`config.mk`:
```
export PLATFORM = sky130hd
export DESIGN_NAME = renas_mem_arbiter
export DESIGN_NICKNAME = d
export VERILOG_FILES = /design/src/rtl/renas_mem_arbiter_pkg.sv /design/src/rtl/renas_mem_arbiter_port_fsm.sv /design/src/rtl/renas_mem_arbiter.sv
export SDC_FILE = /design/constraint.sdc
export NUM_CORES = 1
export LEC_CHECK = 0
export BUFFER_PORTS_ARGS = -buffer_cell sky130_fd_sc_hd__buf_2
export CORE_AREA = 2 2 114 116
export CTS_CLUSTER_SIZE = 20
export DETAILED_ROUTE_END_ITERATION = 10
export DIE_AREA = 0 0 116 118
export GPL_ROUTABILITY_DRIVEN = 0
export PLACE_DENSITY = 0.66
export SETUP_SLACK_MARGIN = 0.02
export SKIP_CTS_REPAIR_TIMING = 1
export SYNTH_ARGS = -nofsm -noshare
export SYNTH_HDL_FRONTEND = slang
export SYNTH_SLANG_ARGS = --single-unit
```
`constraint.sdc`:
```
create_clock -name clk_l2 -period 1.8 [get_ports clk_l2]
set_input_delay 0.09 -clock clk_l2 [delete_from_list [all_inputs] [get_ports clk_l2]]
set_output_delay 0.09 -clock clk_l2 [all_outputs]
set_load 0.05 [all_outputs]
```
`src/rtl/renas_mem_arbiter_pkg.sv`:
```
// Shared types and constants for the renas main-memory arbiter.
//   - SRAM geometry (MEM_BASE, MEM_LINE, ADDR_W) and data width
//   - AHB-lite transfer/response encodings and master/slave bundles
//   - Per-port FSM state type and pending-request record
//   - calc_be(): AHB size/offset to SRAM byte-enable decode
package renas_mem_arbiter_pkg;

  localparam int unsigned DATA_LENGTH = 32;

  localparam logic [31:0] MEM_BASE = 32'h0000_0400;
  localparam int unsigned MEM_LINE = 16384;
  localparam int unsigned ADDR_W   = $clog2(MEM_LINE);

  typedef enum logic [1:0] {
    HTRANS_IDLE   = 2'b00,
    HTRANS_BUSY   = 2'b01,
    HTRANS_NONSEQ = 2'b10,
    HTRANS_SEQ    = 2'b11
  } htrans_e;

  localparam logic HRESP_OKAY  = 1'b0;
  localparam logic HRESP_ERROR = 1'b1;

  typedef struct packed {
    logic [31:0]            haddr;
    logic [1:0]             htrans;
    logic                   hwrite;
    logic [2:0]             hsize;
    logic [DATA_LENGTH-1:0] hwdata;
  } mas_send_type;

  typedef struct packed {
    logic [DATA_LENGTH-1:0] hrdata;
    logic                   hreadyout;
    logic                   hresp;
  } slv_send_type;

  typedef enum logic [2:0] {
    P_IDLE,
    P_WAIT,
    P_ACC,
    P_ERR1,
    P_ERR2
  } port_state_e;

  typedef struct packed {
    logic [ADDR_W-1:0] word;
    logic [1:0]        byte_off;
    logic [2:0]        hsize;
    logic              hwrite;
    logic              range_err;
  } pend_req_t;

  // Byte lanes touched by a write of the given size at the given byte offset.
  function automatic logic [3:0] calc_be(input logic [1:0] off, input logic [2:0] hsize);
    logic [3:0] be;
    case (hsize)
      3'd0:    be = 4'b0001 << off;
      3'd1:    be = 4'b0011 << {off[1], 1'b0};
      default: be = 4'b1111;
    endcase
    return be;
  endfunction

endpackage

```
`src/rtl/renas_mem_arbiter_port_fsm.sv`:
```
// One AHB slave port of the shared SRAM: address-phase capture, range check,
// pending request register, wait/error FSM and response generation.
// Ports:
//   clk_l2, rst_n   clock, asynchronous active-low reset
//   i_hsel, i_mas   AHB select and master bundle
//   i_grant         arbiter grant (valid only while o_wait is high)
//   i_sram_rdata    SRAM read data, valid the cycle after the grant
//   o_slv           AHB response bundle
//   o_wait          request pending for the SRAM
//   o_word, o_be,
//   o_hwrite,
//   o_wdata         SRAM command fields for this port
module renas_mem_arbiter_port_fsm
  import renas_mem_arbiter_pkg::*;
(
  input  logic                   clk_l2,
  input  logic                   rst_n,
  input  logic                   i_hsel,
  input  mas_send_type           i_mas,
  input  logic                   i_grant,
  input  logic [DATA_LENGTH-1:0] i_sram_rdata,
  output slv_send_type           o_slv,
  output logic                   o_wait,
  output logic [ADDR_W-1:0]      o_word,
  output logic [3:0]             o_be,
  output logic                   o_hwrite,
  output logic [DATA_LENGTH-1:0] o_wdata
);

  port_state_e r_state, w_state_next;
  pend_req_t   r_req;
  pend_req_t   w_new_req;

  logic        w_hreadyout;
  logic        w_active;
  logic        w_accept;
  logic [31:0] w_offset;
  logic        w_range_err;

  assign w_hreadyout = !((r_state == P_WAIT) || (r_state == P_ERR1));
  assign w_active    = (i_mas.htrans == HTRANS_NONSEQ) || (i_mas.htrans == HTRANS_SEQ);
  assign w_accept    = i_hsel & w_active & w_hreadyout;

  // MEM_BASE is word aligned, so the low offset bits equal haddr[1:0].
  assign w_offset    = i_mas.haddr - MEM_BASE;
  assign w_range_err = (i_mas.haddr < MEM_BASE) ||
                       (w_offset[31:2] >= 30'(MEM_LINE)) ||
                       (i_mas.hsize > 3'd2);

  always_comb begin
    w_new_req           = '0;
    w_new_req.word      = w_offset[ADDR_W+1:2];
    w_new_req.byte_off  = w_offset[1:0];
    w_new_req.hsize     = i_mas.hsize;
    w_new_req.hwrite    = i_mas.hwrite;
    w_new_req.range_err = w_range_err;
  end

  always_comb begin
    w_state_next = r_state;
    unique case (r_state)
      P_IDLE, P_ACC, P_ERR2: begin
        if (w_accept) begin
          w_state_next = w_range_err ? P_ERR1 : P_WAIT;
        end else begin
          w_state_next = P_IDLE;
        end
      end
      P_WAIT:  if (i_grant) w_state_next = P_ACC;
      P_ERR1:  w_state_next = P_ERR2;
      default: w_state_next = P_IDLE;
    endcase
  end

  always_ff @(posedge clk_l2 or negedge rst_n) begin
    if (!rst_n) begin
      r_state <= P_IDLE;
      r_req   <= '0;
    end else begin
      r_state <= w_state_next;
      if (w_accept) r_req <= w_new_req;
    end
  end

  always_comb begin
    o_slv           = '0;
    o_slv.hreadyout = w_hreadyout;
    o_slv.hresp     = HRESP_OKAY;
    if ((r_state == P_ERR1) || (r_state == P_ERR2)) o_slv.hresp = HRESP_ERROR;
    if ((r_state == P_ACC) && !r_req.hwrite) o_slv.hrdata = i_sram_rdata;
  end

  // A faulting request never reaches P_WAIT; the gate keeps it off the SRAM regardless.
  assign o_wait   = (r_state == P_WAIT) && !r_req.range_err;
  assign o_word   = r_req.word;
  assign o_hwrite = r_req.hwrite;
  assign o_be     = r_req.hwrite ? calc_be(r_req.byte_off, r_req.hsize) : 4'b1111;
  // The master holds hwdata for the whole data phase, including wait states.
  assign o_wdata  = i_mas.hwdata;

endmodule

```
`src/rtl/renas_mem_arbiter.sv`:
```
// Shares one single-port synchronous SRAM between the I-AHB and D-AHB slave
// ports. Each port runs its own FSM; this level holds the round-robin
// arbiter, the last_grant register and the SRAM command mux.
// Ports:
//   clk_l2, rst_n           clock, asynchronous active-low reset
//   imem_hsel/in/out        I-port AHB select, master bundle, response
//   dmem_hsel/in/out        D-port AHB select, master bundle, response
//   sram_addr/wdata/be/wen  SRAM command (combinational, in the grant cycle)
//   sram_rdata              SRAM read data, one cycle after the command
module renas_mem_arbiter
  import renas_mem_arbiter_pkg::*;
(
  input  logic                   clk_l2,
  input  logic                   rst_n,
  input  logic                   imem_hsel,
  input  mas_send_type           imem_in,
  output slv_send_type           imem_out,
  input  logic                   dmem_hsel,
  input  mas_send_type           dmem_in,
  output slv_send_type           dmem_out,
  output logic [ADDR_W-1:0]      sram_addr,
  output logic [DATA_LENGTH-1:0] sram_wdata,
  output logic [3:0]             sram_be,
  output logic                   sram_wen,
  input  logic [DATA_LENGTH-1:0] sram_rdata
);

  logic                   w_i_wait, w_d_wait;
  logic                   w_grant_i, w_grant_d;
  logic [ADDR_W-1:0]      w_i_word, w_d_word;
  logic [3:0]             w_i_be, w_d_be;
  logic                   w_i_hwrite, w_d_hwrite;
  logic [DATA_LENGTH-1:0] w_i_wdata, w_d_wdata;
  // 1: D was granted last, 0: I was granted last.
  logic                   r_last_grant_d;

  renas_mem_arbiter_port_fsm u_iport (
    .clk_l2       (clk_l2),
    .rst_n        (rst_n),
    .i_hsel       (imem_hsel),
    .i_mas        (imem_in),
    .i_grant      (w_grant_i),
    .i_sram_rdata (sram_rdata),
    .o_slv        (imem_out),
    .o_wait       (w_i_wait),
    .o_word       (w_i_word),
    .o_be         (w_i_be),
    .o_hwrite     (w_i_hwrite),
    .o_wdata      (w_i_wdata)
  );

  renas_mem_arbiter_port_fsm u_dport (
    .clk_l2       (clk_l2),
    .rst_n        (rst_n),
    .i_hsel       (dmem_hsel),
    .i_mas        (dmem_in),
    .i_grant      (w_grant_d),
    .i_sram_rdata (sram_rdata),
    .o_slv        (dmem_out),
    .o_wait       (w_d_wait),
    .o_word       (w_d_word),
    .o_be         (w_d_be),
    .o_hwrite     (w_d_hwrite),
    .o_wdata      (w_d_wdata)
  );

  // On a conflict the port that did not win last time goes first.
  assign w_grant_d = w_d_wait & (~w_i_wait | ~r_last_grant_d);
  assign w_grant_i = w_i_wait & ~w_grant_d;

  always_ff @(posedge clk_l2 or negedge rst_n) begin
    if (!rst_n) begin
      r_last_grant_d <= 1'b0;
    end else if (w_grant_d) begin
      r_last_grant_d <= 1'b1;
    end else if (w_grant_i) begin
      r_last_grant_d <= 1'b0;
    end
  end

  always_comb begin
    sram_addr  = '0;
    sram_wdata = '0;
    sram_be    = '0;
    sram_wen   = 1'b0;
    if (w_grant_d) begin
      sram_addr = w_d_word;
      sram_be   = w_d_be;
      if (w_d_hwrite) begin
        sram_wen   = 1'b1;
        sram_wdata = w_d_wdata;
      end
    end else if (w_grant_i) begin
      sram_addr = w_i_word;
      sram_be   = w_i_be;
      if (w_i_hwrite) begin
        sram_wen   = 1'b1;
        sram_wdata = w_i_wdata;
      end
    end
  end

endmodule

```
==> impl_metrics.yaml, run 1 <==
worst_setup_path:
  cp_max_fo: 8
  worstPathRequired_ns: 1.71
  arrival_ns: 2.08
  crit_type: "reg2out"
  worst_setup_path_start_kind: "flip-flop"
  critPathCaptureType: "output pin"
routing:
  drtIter0Drc: 348
  firstDrtPassIters: 4
  viasPerCell: 4.946
  wl_per_cell_um: 19.85
  drcViolationCount: 0
  via_count: 4877
  ant_nets: 0
  drt_wl_total_mm: 19.58
timing:
  timing.final.crit_share_pct: 120.4
  setup_viol: 113
  fin_crit_ns: 2.167
  hold_viol: 4
  relSlewSlack_pct: 68.04
  clock_skew_ns: 0.005562
  fmax_mhz: 461.5
  setup_ws_ns: -0.3670
  rsz0062_at_grt: "yes"
  tightest_slew_ns: 0.4794
  slew_violations: 0
  fin_setup_tns_ns: -18.59
  hold_ws_ns: -0.01182
global_route:
  first_global_vias: 4406
  antenna_found_initial: 7
  grt_overflow: 0
  grt_max_degree: 34
  grt_pass1_wl_mm: 23.87
  grtUsageTotal_pct: 22.44
placed_design:
  place_area_um2: 6205
  port_buffers: 292
  dpl_worst_slack_ns: -0.1916
  dp_hpwl_mm: 13.54
  dp.cells: 949
die:
  start_util_pct: 29.66
  die_height_um: 118
  row_count: 41
  boundaryPins: 295
  die_w_um: 116
  die_area_um2: 13690
  core_area_um2: 12410
logic_synthesis:
  syn_inst: 478
  yosysSeqAreaShare_pct: 33.30
  synthesis.area_um2: 3682
  synth.distinct_cells: 54
  synth_area_leaders: "dfrtp_1 33%, nand2_1 13%, and2_1 11%"
  synth-edff-count: 0
  synth-warning-count: 0
  synthesis.nets: 656
  synth_largest_area_cell: "dfrtp_1"
  synth_seq_cells: 49
  syn_avg_cell_area_um2: 7.704
  synth-main-ff-cell: "dfrtp_1"
  synthArstFlopShare_pct: 100.0
  synth_top_area_share_pct: 33.30
power_and_ir_drop:
  ir_drop_mv: 0.6828
  leakage_nw: 3.855
  power.total_mw: 8.308
  p_per_area_nw_per_um2: 1071
cells_and_area:
  fin_cells: 986
  finalInstanceArea_um2: 7760
  area_growth_pct: 110.7
  n_fill_cell: 1038
  nNetsFinal: 986
  layout-drive-gt1-share_pct: 60.07
outcome:
  violations: "hold timing, setup timing"
  status: "finished, violations left"
clock_network:
  cts_root_buffer: "clkbuf_16"
  numClockSinks: 49
  clockBufferDepth: 2
  cts_tree: "yes"
  cts_made_buffers: 5
  htree_levels: 2
  clk_latency_ns: 0.28
  clk_pin_slew_ns: 0.07
worst_hold_path:
  hold_class: "in2reg"
job:
  maxCapViolations: 0
[area by class of cell]
cell class | instances | area [um^2] | area share [%]
repair buffers | 347 | 3184 | 41.04
multi-input cells | 395 | 2914 | 37.55
flip-flops and latches | 49 | 1227 | 15.82
well taps | 172 | 215.2 | 2.773
clock buffers | 5 | 125.1 | 1.612
clock inverters | 3 | 43.79 | 0.5643
inverters | 10 | 37.54 | 0.4837
diodes | 5 | 12.51 | 0.1612
[final timing paths]
check | start | to | slack (ns) | cells past startpoint
hold / removal | imem_in[38] | u_iport.r_req[5]$_DFFE_PN0P_ | -0.01 | 3
hold reg to reg | u_iport.o_word[4]$_DFFE_PN0P_ | u_iport.o_word[4]$_DFFE_PN0P_ | 0.48 | 2
setup reg to reg | u_dport.r_state[1]$_DFFE_PN0P_ | u_iport.r_state[1]$_DFFE_PN0P_ | 0.22 | 6
setup / recovery | u_dport.r_state[1]$_DFFE_PN0P_ | sram_wdata[3] | -0.37 | 7
min in group asynchronous | rst_n | u_iport.o_word[10]$_DFFE_PN0P_ | 0.30 | 2
max in group asynchronous | rst_n | u_iport.o_word[0]$_DFFE_PN0P_ | 0.98 | 3
[placed cells by master (no fill, tap or decap), types with 4 or more instances in the layout]
master	count
a22o_4	32
and2_4	63
diode_2	5
inv_1	9
nand2_4	5
nor4_1	7
o22ai_1	4
and2_1	7
nand3_1	5
buf_6	31
clkbuf_16	9
buf_4	31
xor2_1	4
nor3_1	9
buf_12	27
nand2_1	124
a22o_1	4
o21ai_4	6
buf_8	65
nand2b_1	6
o21ai_2	8
nor2_1	21
dfrtp_1	48
o31ai_1	4
buf_2	176
a31oi_1	4
o21ai_0	25
clkbuf_4	10
xnor2_1	6
[power breakdown]
part | switching (mW) | internal, mW | total, mW
Sequential | 0.387 | 1.58 | 1.97
Combinational | 3.03 | 2.23 | 5.27
Clock | 0.412 | 0.658 | 1.07
[registers in the layout (all words and copies together), names as in the netlist]
name and count:
u_dport.o_hwrite 1, u_dport.r_req 6, u_iport.o_word 14, u_iport.r_state 3
u_iport.r_req 6, u_iport.o_hwrite 1, u_dport.o_word 14, r_last_grant_d 1
u_dport.r_state 3
[cells in the mapped netlist (2+ instances only)]
cell / number
a31oi_1: 4
nor4_1: 8
o22ai_1: 4
or4_1: 2
nand3_1: 5
a21oi_1: 3
nand2_1: 130
o21a_1: 3
o21ai_0: 39
xor2_1: 4
o21ai_1: 2
o31ai_1: 4
nor2b_1: 2
dfrtp_1: 49
buf_6: 4
nor2_1: 22
nor3b_1: 2
and3_1: 2
a21o_1: 3
buf_4: 5
nor4_4: 2
and2_1: 65
nand4_1: 2
a22o_1: 37
a41oi_1: 2
nor3_1: 9
xnor2_1: 6
nand2b_1: 6
clkbuf_1: 18
ha_1: 2
inv_1: 9
[per-stage QoR]
step,hold slack [ns],util [%]
CTS,-0.2357,51.34
global placement,0.06964,49.98
detailed placement,0.07045,49.98
finish,-0.01182,62.51
global route,0.0009521,62.49
floorplan,-0.2056,-
[worst max-delay path, stage by stage (launching register included)]
cell     delay [ns]
dfrtp_1        0.39
inv_2          0.06
nand2_2        0.05
or3_4          0.36
o21a_4         0.27
and2_4         0.23
a22o_4         0.27
buf_12         0.15
[logic make-up after synthesis]
| kind of cell | synth area share, % |
|---|---|
| DFF | 33.30 |
| xor gates and xnor gates | 2.378 |
| muxes | 0.2718 |
| adders and majority gates | 0.6795 |
| and+or+nand+nor | 36.76 |
| AOI/OAI and AO/OA | 21.37 |
| buffers and inverters | 5.232 |
[routing by layer]
metal	track usage (%)	vias up	routed length, um
li1	-	2325	-
met1	26.88	2253	7182
met2	37.06	239	9598
met3	10.40	56	2192
met4	4.018	4	574
met5	0	-	28
No activity file was read; power rests on OpenSTA's default activity.
==> run 2, diff against run 1 <==
- RECOVER_POWER: default -> 100
==> run 2 against run 1 <==
Net effect:
- the flow still finishes with violations (hold timing, setup timing)
- via count increased by 0.51%
- first-iteration DRC count decreased by 3.7%
- critical path depth unchanged
- final cell count unchanged
- register-to-register slack got worse by 0.05 ns
- combinational power decreased by 1%
- utilization decreased by 0.31 points
- maximum frequency about the same
- largest cell class unchanged
- critical path type unchanged
- global-route usage unchanged
==> impl_metrics.yaml, run 2 (synthesis results as in run 1) <==
timing:
  setup_ws_ns: -0.3650
  timing.final.crit_share_pct: 120.3
  tightest_slew_ns: 1.061
  fin_crit_ns: 2.165
  slew_violations: 0
  fmax_mhz: 461.9
  relSlewSlack_pct: 29.25
  rsz0062_at_grt: "yes"
  hold_ws_ns: -0.01174
  clock_skew_ns: 0.006001
  setup_viol: 115
  hold_viol: 4
worst_hold_path:
  hold_class: "in2reg"
die:
  boundaryPins: 295
  die_w_um: 116
  core_area_um2: 12410
  start_util_pct: 29.66
  die_height_um: 118
  row_count: 41
  die_area_um2: 13690
cells_and_area:
  area_growth_pct: 109.7
  seqCellArea_um2: 1227
  multi_input_area_um2: 2912
  final_core_util_pct: 62.20
  n_fill_cell: 1048
  nNetsFinal: 986
  layout-drive-gt1-share_pct: 59.21
  final_common_cell: "buf_2"
  finalInstanceArea_um2: 7721
  layout_common_cells: "173 x buf_2, 124 x nand2_1, 65 x buf_8"
clock_network:
  clk_pin_slew_ns: 0.07
  clk_latency_ns: 0.28
  cts_made_buffers: 5
  htree_levels: 2
  clockBufferDepth: 2
  cts_tree: "yes"
  numClockSinks: 49
  cts_root_buffer: "clkbuf_16"
outcome:
  violations: "hold timing, setup timing"
  status: "finished, violations left"
routing:
  drt_wl_total_mm: 19.58
  wl_per_cell_um: 19.85
  ant_nets: 0
  drcViolationCount: 0
  firstDrtPassIters: 5
  drtIter0Drc: 335
  via_count: 4902
  viasPerCell: 4.972
power_and_ir_drop:
  ir_drop_mv: 0.6816
  power.total_mw: 8.256
  p_per_area_nw_per_um2: 1069
  leakage_nw: 3.830
placed_design:
  dp_hpwl_mm: 13.54
  place_area_um2: 6205
  port_buffers: 292
global_route:
  grt_pass1_wl_mm: 23.87
  antenna_found_initial: 7
  grt_overflow: 0
  first_global_vias: 4406
  grtUsageTotal_pct: 22.44
  grt_max_degree: 34
worst_setup_path:
  critical_path.max_stage_delay_ns: 0.39
  arrival_ns: 2.07
  cp_max_fo: 8
  crit_type: "reg2out"
  cp_slowest_cell: "dfrtp_1"
  critPathCaptureType: "output pin"
  crit_chain: "inv_2 > nand2_2 > or3_4 > o21a_4 > and2_4 > a22o_4 > buf_12"
  worst_setup_path_start_kind: "flip-flop"
  worstPathRequired_ns: 1.71
job:
  maxCapViolations: 0
[run 2: cell count changes in the layout (fill, tap and decap cells not counted), sizes merged]
cell,before,now
buf,330,321
clkbuf,19,28
[run 2: final cells by class]
cell class	count	area share (%)
Multi-Input combinational cell	395	37.71
Clock buffer	5	1.620
Inverter	10	0.4861
Sequential cell	49	15.90
Tap cell	172	2.787
Clock inverter	3	0.5672
Timing Repair Buffer	347	40.77
Antenna cell	5	0.1620
[run 2: path summary, 6_finish.rpt]
| check | from | endpoint | slack, ns | cells past startpoint |
|---|---|---|---|---|
| max | u_dport.r_state[1]$_DFFE_PN0P_ | sram_wdata[3] | -0.36 | 7 |
| min reg2reg | u_iport.o_word[6]$_DFFE_PN0P_ | u_iport.o_word[6]$_DFFE_PN0P_ | 0.48 | 2 |
| min | imem_in[38] | u_iport.r_req[5]$_DFFE_PN0P_ | -0.01 | 3 |
| max reg2reg | u_dport.r_state[2]$_DFFE_PN0P_ | u_dport.r_req[6]$_DFFE_PN0P_ | 0.17 | 6 |
| max in group asynchronous | rst_n | u_dport.o_word[4]$_DFFE_PN0P_ | 0.19 | 3 |
| min in group asynchronous | rst_n | u_iport.o_word[10]$_DFFE_PN0P_ | 0.51 | 2 |
[run 2: routing by layer]
layer	share of wire, %	GRT usage, %
met1	36	26.88
met2	49	37.06
met3	11	10.40
met4	2.9	4.018
met5	0.11	0
[run 2: critical path: cells and delay by family (launching register included)]
| family | cells | cell delay (ns) |
|---|---|---|
| simple gates | 3 | 0.64 |
| compound gates | 2 | 0.54 |
| flops | 1 | 0.39 |
| buf+inv | 2 | 0.21 |
[run 2: metrics by stage]
stage / hold slack (ns) / setup WS (ns) / TNS, ns / instances
floorplan: -0.2056 / -0.07030 / -2.732 / 478
global placement: 0.06964 / -0.1858 / -4.625 / 949
detailed placement: 0.07045 / -0.1916 / -5.208 / 949
CTS: -0.2357 / -0.5103 / -28.47 / 957
global route: 0.0009521 / -0.4318 / -29.75 / 985
finish: -0.01174 / -0.3650 / -19.37 / 986
[run 2: where the power goes]
part / leakage [nW] / switching (mW) / internal [mW] / total, mW
Combinational: 3.15 / 3.03 / 2.19 / 5.21
Sequential: 0.597 / 0.387 / 1.58 / 1.97
Clock: 0.0842 / 0.411 / 0.658 / 1.07
==> run 3, diff against run 2 <==
- BUFFER_PORTS_ARGS: -buffer_cell sky130_fd_sc_hd__buf_2 -> default
- CORE_AREA: 2 2 114 116 -> 2 2 115 117
- DIE_AREA: 0 0 116 118 -> 0 0 117 119
- DONT_BUFFER_PORTS: default -> 1
- PLACE_DENSITY: 0.66 -> default
==> run 3 against run 2 <==
Net effect:
- the run still ends with hold timing, setup timing left
- total power fell by 4.6%
- combinational power fell by 3%
- sequential share of layout area rose by 1.6 points
- maximum frequency fell by 0.23%
- wire length fell by 4.9%
- clock skew fell by 0.0019 ns
==> impl_metrics.yaml, run 3 (synthesis results as in run 1) <==
outcome:
  status: "finished, violations left"
  violations: "hold timing, setup timing"
global_route:
  antenna_found_initial: 1
  grt_overflow: 0
  gr-usage-met1_pct: 33.62
  gr-usage-met3_pct: 9.669
  grt_max_degree: 50
  grt_pass1_wl_mm: 24.65
  gr-usage-met2_pct: 35.73
  grtUsageTotal_pct: 24.07
  grt.busiest_layer: "met2"
  first_global_vias: 4072
cells_and_area:
  area_growth_pct: 90.01
  layout_common_cells: "129 x nand2_1, 88 x buf_12, 66 x and2_4"
  n_fill_cell: 1115
  nNetsFinal: 801
  layout-drive-gt1-share_pct: 42.63
  final_common_cell: "nand2_1"
routing:
  viasPerCell: 5.213
  firstDrtPassIters: 4
  drcViolationCount: 0
  via_count: 4176
  drtIter0Drc: 174
  ant_nets: 0
  wl_per_cell_um: 23.23
  drt_wl_total_mm: 18.61
worst_setup_path:
  reg2reg_to: "u_iport.r_state[1]$_DFFE_PN0P_"
  reg2reg_depth: 5
  cpLargestDelayFamily: "simple AND/OR/NAND/NOR gates"
  worstPathRequired_ns: 1.71
  reg2reg_slack_ns: -0.26
  crit_type: "reg2out"
  cp_slowest_cell: "dfrtp_1"
  worst_setup_path_start_kind: "flip-flop"
  path_buf_inv: 2
  crit_chain: "inv_2 > nand2_2 > or3_4 > o21a_4 > and2_4 > buf_12 > a22o_4"
  reg2reg_from: "u_iport.r_state[0]$_DFFE_PN0P_"
  cp_max_fo: 10
  critPathCaptureType: "output pin"
  arrival_ns: 2.08
  critical_path.max_stage_delay_ns: 0.39
clock_network:
  clk_latency_ns: 0.28
  cts_tree: "yes"
  cts_made_buffers: 5
  numClockSinks: 49
  cts_root_buffer: "clkbuf_16"
  htree_levels: 2
  clk_pin_slew_ns: 0.06
  clockBufferDepth: 2
timing:
  rsz0062_at_grt: "yes"
  fmax_mhz: 460.9
  fin_crit_ns: 2.170
  hold_viol: 2
  hold_ws_ns: -0.01947
  setup_viol: 130
  setup_ws_ns: -0.3699
  timing.final.crit_share_pct: 120.5
  tightest_slew_ns: 1.255
  clock_skew_ns: 0.004054
  fin_setup_tns_ns: -24.00
  slew_violations: 0
  relSlewSlack_pct: 16.36
die:
  die_w_um: 117
  boundaryPins: 295
  die_height_um: 119
  row_count: 42
  core_area_um2: 12870
  die_area_um2: 13920
  start_util_pct: 28.60
placed_design:
  dpl_worst_slack_ns: -0.1050
  dp_hpwl_mm: 14.83
  port_buffers: 0
power_and_ir_drop:
  ir_drop_mv: 0.5157
  leakage_nw: 3.053
  p_per_area_nw_per_um2: 1126
worst_hold_path:
  hold_class: "in2reg"
  hold_depth: 2
  hold_path_end: "u_iport.o_word[13]$_DFFE_PN0P_"
  hold_start: "imem_in[53]"
job:
  maxCapViolations: 0
## run 3: final cells by class
cell class                      count  area (um^2)  area share (%)
Antenna cell                        1        2.502         0.03577
Clock buffer                        6        128.9           1.842
Clock inverter                      2        10.01          0.1431
Inverter                           10        37.54          0.5365
Multi-Input combinational cell    391         2831           40.47
Sequential cell                    49         1226           17.53
Tap cell                          176        220.2           3.147
Timing Repair Buffer              166         2540           36.30
## run 3: worst max path at each step
| stage | start | to | slack [ns] | cells past startpoint |
|---|---|---|---|---|
| 2_1_floorplan | u_dport.r_state[1]$_DFFE_PN0P_ | sram_wdata[11] | -0.07 | 8 |
| 3_3_place_gp | u_dport.r_state[1]$_DFFE_PN0P_ | sram_wdata[31] | -0.1 | 8 |
| 3_5_place_dp | u_dport.r_state[1]$_DFFE_PN0P_ | sram_wdata[31] | -0.11 | 8 |
| 4_1_cts | u_dport.r_state[1]$_DFFE_PN0P_ | sram_wdata[31] | -0.43 | 8 |
| 5_1_grt | u_dport.r_state[1]$_DFFE_PN0P_ | sram_wdata[31] | -0.43 | 8 |
| 6_report | u_dport.r_state[1]$_DFFE_PN0P_ | sram_wdata[5] | -0.37 | 7 |
## run 3: per-stage QoR
step | area, um^2 | hold slack, ns | cells | power, mW | util (%)
floorplan | 4040 | -0.2056 | 478 | 4.540 | -
global placement | 6085 | -0.2044 | 741 | 6.416 | 47.26
detailed placement | 6085 | -0.2045 | 741 | 6.513 | 47.26
CTS | 6223 | -0.5072 | 749 | 7.427 | 48.34
global route | 6997 | 0.006529 | 801 | 8.267 | 54.34
finish | 6997 | -0.01947 | 801 | 7.879 | 54.34
## run 3: power breakdown
group / switching, mW / total [mW] / leakage [nW] / internal (mW)
sequential: 0.334 / 1.92 / 0.598 / 1.58
combinational: 2.85 / 5.07 / 2.38 / 2.22
clock: 0.384 / 0.895 / 0.0706 / 0.511
total: 3.57 / 7.88 / 3.05 / 4.31
## run 3: metal layers
| layer | wire (um) | vias to the layer above |
|---|---|---|
| li1 | - | 1936 |
| met1 | 8372 | 2010 |
| met2 | 8276 | 212 |
| met3 | 1777 | 18 |
| met4 | 182 | 0 |
| met5 | 0 | - |
